`src/rtl/one2two_demux.sv`:
```
// AXI4-Stream 1:2 video demultiplexer with a single registered output stage.
// The route is re-sampled only on accepted start-of-frame beats.
module one2two_demux #(
    parameter int unsigned width = 32
) (
    input  logic             clk,
    input  logic             reset,
    input  logic             sel,
    input  logic [width-1:0] s_axis_tdata,
    input  logic             s_axis_tvalid,
    output logic             s_axis_tready,
    input  logic             s_axis_tuser,
    input  logic             s_axis_tlast,
    output logic [width-1:0] m0_axis_tdata,
    output logic             m0_axis_tvalid,
    input  logic             m0_axis_tready,
    output logic             m0_axis_tuser,
    output logic             m0_axis_tlast,
    output logic [width-1:0] m1_axis_tdata,
    output logic             m1_axis_tvalid,
    input  logic             m1_axis_tready,
    output logic             m1_axis_tuser,
    output logic             m1_axis_tlast,
    output logic             route,
    output logic [15:0]      drop_count
);

    typedef enum logic [0:0] {StWaitSof, StPass} state_e;

    state_e             state_q, state_d;
    logic               route_q, route_d;
    logic [15:0]        drop_q, drop_d;
    logic               valid_q, valid_d;
    logic [width-1:0]   data_q, data_d;
    logic               user_q, user_d;
    logic               last_q, last_d;
    logic               dest_q, dest_d;

    logic out_ready;
    logic accept;

    // Only the currently addressed downstream can release the register.
    assign out_ready     = dest_q ? m1_axis_tready : m0_axis_tready;
    assign s_axis_tready = !reset && (!valid_q || out_ready);
    assign accept        = s_axis_tvalid && s_axis_tready;

    always_comb begin
        state_d = state_q;
        route_d = route_q;
        drop_d  = drop_q;
        valid_d = valid_q;
        data_d  = data_q;
        user_d  = user_q;
        last_d  = last_q;
        dest_d  = dest_q;

        if (valid_q && out_ready) begin
            valid_d = 1'b0;
        end

        if (accept) begin
            if (state_q == StWaitSof && !s_axis_tuser) begin
                if (drop_q != 16'hFFFF) begin
                    drop_d = drop_q + 16'd1;
                end
            end else begin
                valid_d = 1'b1;
                data_d  = s_axis_tdata;
                user_d  = s_axis_tuser;
                last_d  = s_axis_tlast;
                if (s_axis_tuser) begin
                    // New frame: the sel value on this very beat decides its route.
                    route_d = sel;
                    dest_d  = sel;
                    state_d = StPass;
                end else begin
                    dest_d  = route_q;
                end
            end
        end
    end

    always_ff @(posedge clk) begin
        if (reset) begin
            state_q <= StWaitSof;
            route_q <= 1'b0;
            drop_q  <= 16'd0;
            valid_q <= 1'b0;
            data_q  <= '0;
            user_q  <= 1'b0;
            last_q  <= 1'b0;
            dest_q  <= 1'b0;
        end else begin
            state_q <= state_d;
            route_q <= route_d;
            drop_q  <= drop_d;
            valid_q <= valid_d;
            data_q  <= data_d;
            user_q  <= user_d;
            last_q  <= last_d;
            dest_q  <= dest_d;
        end
    end

    assign m0_axis_tvalid = valid_q && !dest_q;
    assign m1_axis_tvalid = valid_q && dest_q;
    assign m0_axis_tdata  = data_q;
    assign m1_axis_tdata  = data_q;
    assign m0_axis_tuser  = user_q;
    assign m1_axis_tuser  = user_q;
    assign m0_axis_tlast  = last_q;
    assign m1_axis_tlast  = last_q;
    assign route          = route_q;
    assign drop_count     = drop_q;

endmodule

```
`config.mk`:
```
export PLATFORM = sky130hd
export DESIGN_NAME = one2two_demux
export DESIGN_NICKNAME = d
export VERILOG_FILES = /design/src/rtl/one2two_demux.sv
export SDC_FILE = /design/constraint.sdc
export NUM_CORES = 1
export LEC_CHECK = 0
export CAP_MARGIN = 10
export CELL_PAD_IN_SITES_DETAIL_PLACEMENT = 1
export CELL_PAD_IN_SITES_GLOBAL_PLACEMENT = 1
export CORE_ASPECT_RATIO = 2
export CORE_MARGIN = 5
export CORE_UTILIZATION = 24
export DETAILED_ROUTE_END_ITERATION = 6
export PLACE_DENSITY_LB_ADDON = 0.1
export SLEW_MARGIN = 20
export SYNTH_ARGS = -nofsm -noshare
export SYNTH_HDL_FRONTEND = slang
export SYNTH_SLANG_ARGS = --single-unit
```
`constraint.sdc`:
```
create_clock -name clk -period 1.7 [get_ports clk]
set_input_delay 0.34 -clock clk [delete_from_list [all_inputs] [get_ports clk]]
set_output_delay 0.34 -clock clk [all_outputs]
set_load 0.01 [all_outputs]
```
==> flow_summary.toml <==
[status]
status = "finished with violations"
violations = "setup timing"

[synthesis]
synthCells = 284
synthDistinctLibCells = 33
ys_warn_count = 0
avgSynthCellArea_um2 = 8.300
syn_nets = 325
synth_area_um2 = 2357
seq_area_frac_synth_pct = 45.01
ys_ff_latch = 53

[grt]
grt_overflow = 0
antenna_found_initial = 0
grt_max_degree = 55
grt_pass1_wl_um = 13210
grt_pass1_vias = 2465
grt_util_all_layers_pct = 14.34

[sta]
relSlewSlack_pct = 59.45
worst_slack_ps = -47.47
worst_slew_pin_slew_ps = 608.2
min_period_ps = 1747
holdWs_ps = 469.7
fin_skew_ps = 6.330
setup_viol = 9
rsz0062_at_grt = "yes"
finalHoldViolCount = 0
drv_slew = 0
max_freq_mhz = 572.3
fin_crit_sh_pct = 102.8

[critical_path]
start_kind = "register"
required_ps = 1860
crit_path_end = "drop_count[10]$_SDFFE_PP0P_"
rr_startpoint = "state_q$_SDFFE_PP0P_"
end_kind = "register"
path_class = "reg -> reg"
crit_arrival_ps = 1910
ff2ff_setup_slack_ps = -50
r2r.worst_path.cells = 6
critPathMaxStageDelay_ps = 480
path_max_fanout = 7
crit_slowest_cell = "or4b_4"
worstPathCellList = "or4b_4, a21o_4, buf_6, nor4b_4, xnor2_1, nor2_1"
setup.worst_path.start = "state_q$_SDFFE_PP0P_"
rr_endpoint = "drop_count[10]$_SDFFE_PP0P_"

[cells_and_area]
synthToLayoutAreaGrowth_pct = 78.66
final_core_util_pct = 43.42
antenna_cells = 0
layout-drive-gt1-share_pct = 19.95
final_cells = 548
fillers = 1129
final_net_count = 456

[clock_network]
cts_tree = "built"
cts_buffers = 5
root_buffer = "clkbuf_16"
cts_max_level = 2
postCtsHoldBufs = 0
clk_pin_slew_ps = 70
clkSinkCount = 53
clock_path_buffers = 2
clock_latency_ps = 290

[pwr]
pwr_density_cell_nw_per_um2 = 645.6
max-vdd-ir-drop_v = 0.0003737
p_leak_nw = 1.620

[die]
core_area_um2 = 9699
std_cell_rows = 51
die_height_um = 150.2
start_util_pct = 24.30
io_pins = 128
die_x_um = 80.08
die-area_um2 = 12020

[route]
vias_per_cell = 4.308
vias = 2361
wl_met1_um = 3022
highest_layer = "met4"
drc = 0
wl_met3_um = 456
drtPass1Iterations = 4
wl_per_cell_um = 15.33
drt_iter0_markers = 64
drtAntennaViolNets = 0
met2_length_um = 4808
wirelength_um = 8401

[placed_design]
post-place-cells = 533
dp_hpwl_um = 6159
port_buffers = 127
gp_congestion = 0.7940

[min_path]
holdCritPathClass = "reg -> reg"
hp-start = "m0_axis_tdata[29]$_SDFFE_PP0P_"

[flow_run]
drv_cap = 0
worst min-delay path by stage:
stage / slack (ps) / to / cells after the start
6_report: 470 / m0_axis_tdata[29]$_SDFFE_PP0P_ / 2
5_1_grt: 500 / m0_axis_tdata[16]$_SDFFE_PP0P_ / 2
4_1_cts: 480 / m0_axis_tdata[29]$_SDFFE_PP0P_ / 2
3_5_place_dp: 470 / m0_axis_tdata[29]$_SDFFE_PP0P_ / 2
3_3_place_gp: 450 / m0_axis_tdata[3]$_SDFFE_PP0P_ / 2
2_1_floorplan: 460 / valid_q$_SDFF_PP0_ / 2
worst max-delay path, delay by kind of cell (launching register included):
family / cells / cell delay [ps]
xor gates and xnor gates: 1 / 140
AOI/OAI and AO/OA: 1 / 250
buffers and inverters: 1 / 150
and+or+nand+nor: 3 / 750
DFF: 1 / 330
cells in the mapped netlist:
cell type  instances  share of area [%]
nand2b_1           1               0.27
xor2_1             1               0.37
nor3_2             1               0.42
clkbuf_1           9                1.4
nand2_1           70                 11
a211oi_1           1               0.32
nor4_2             4                2.1
and3_1             1               0.27
buf_1              3               0.48
dfxtp_1           53                 45
buf_4             34                 11
nand3_1            6                1.3
a21o_1             1               0.32
or4b_1             1               0.42
and2_1             1               0.27
nand4_1            5                1.3
nor2b_1            3               0.80
buf_2              1               0.21
o211a_1            1               0.42
mux2i_1            4                1.7
nor3b_1            1               0.32
nor3_1             5                1.1
mux2_1             1               0.48
or2_2              2               0.53
nor4b_1            1               0.37
buf_6              1               0.48
xnor2_1           11                4.1
nor2_1            19                3.0
a21oi_1           36                7.6
ha_1               1               0.53
nor4b_2            1               0.64
o211ai_1           1               0.32
and4_1             3                1.1
state kept, by name, summed over array words and instances, names as in the netlist:
signal and count:
m0_axis_tlast 1, m0_axis_tuser 1, m0_axis_tdata 32, dest_q 1, valid_q 1, drop_count 16
state_q 1
power by group:
| group | leakage [nW] | total [mW] | internal (mW) | switching [mW] |
|---|---|---|---|---|
| Sequential | 0.434 | 1.30 | 1.28 | 0.0281 |
| Clock | 0.0706 | 0.997 | 0.543 | 0.454 |
| Combinational | 1.11 | 0.419 | 0.249 | 0.170 |
cells by family (layout without fill, tap and decap cells):
| family | Yosys count | in the layout | synth area share, % |
|---|---|---|---|
| AND/OR/NAND/NOR | 125 | 125 | 25.37 |
| flip-flops | 53 | 53 | 45.01 |
| buffers and inverters | 48 | 180 | 13.43 |
| AO/OA/AOI/OAI | 40 | 40 | 9.024 |
| XOR/XNOR | 12 | 12 | 4.459 |
| multiplexers | 5 | 5 | 2.176 |
| adder cells (fa/ha/maj) | 1 | 1 | 0.5307 |
through the flow:
step                cell area (um^2)  power, mW  TNS [ps]  setup slack, ps
global placement                3837      1.724    -22490           -595.3
CTS                             4158      2.780    -306.3           -114.5
floorplan                       2427      1.493    -277.7           -52.08
finish                          4212      2.719    -159.2           -47.47
detailed placement              3837      1.730    -24360           -651.3
global route                    4212      2.876     -1101           -130.5
cell usage in the layout (no fill, tap or decap), types with 2 or more instances in the layout:
cell type        netlist  layout
clkinv_2               0       2
dfxtp_1               53      45
nand4_1                5       5
buf_6                  1       9
or2_4                  0       2
nor2b_1                3       3
clkdlybuf4s50_1        0     113
nand2_1               70      70
nor2_1                19      19
clkdlybuf4s15_1        0       2
buf_4                 34      33
nor3_4                 0       5
nor4_4                 0       4
xnor2_1               11      10
mux2i_1                4       3
dlymetal6s2s_1         0       6
a21oi_1               36      35
nand3_1                6       5
dfxtp_4                0       2
clkbuf_16              0       5
dlygate4sd2_1          0       5
and4_1                 3       3
dfxtp_2                0       6
final cells by class:
| type | instances | area, um^2 | share of cell area (%) |
|---|---|---|---|
| clock buffers | 6 | 128.9 | 3.060 |
| clock inverters | 2 | 10.01 | 0.2377 |
| multi-input cells | 183 | 1145 | 27.18 |
| flip-flops and latches | 53 | 1076 | 25.55 |
| well taps | 132 | 165.2 | 3.922 |
| repair buffers | 172 | 1687 | 40.05 |
timing repair:
item | CTS | global route
endpoints found under the setup margin | 55 | 56
hold endpoints to repair | 0 | 0
cloned | 2 | 0
pin swaps | 10 | 20
resized for setup | 40 | 15
buffers inserted | 5 | 2
metal layers:
metal  global-route usage, %  up-vias
li1                        -     1167
met1                   15.33     1112
met2                   27.49       75
met3                   2.754        7
met4                   4.315        0
met5                       0        -
Note: power is estimated with default switching activity, not from simulation.
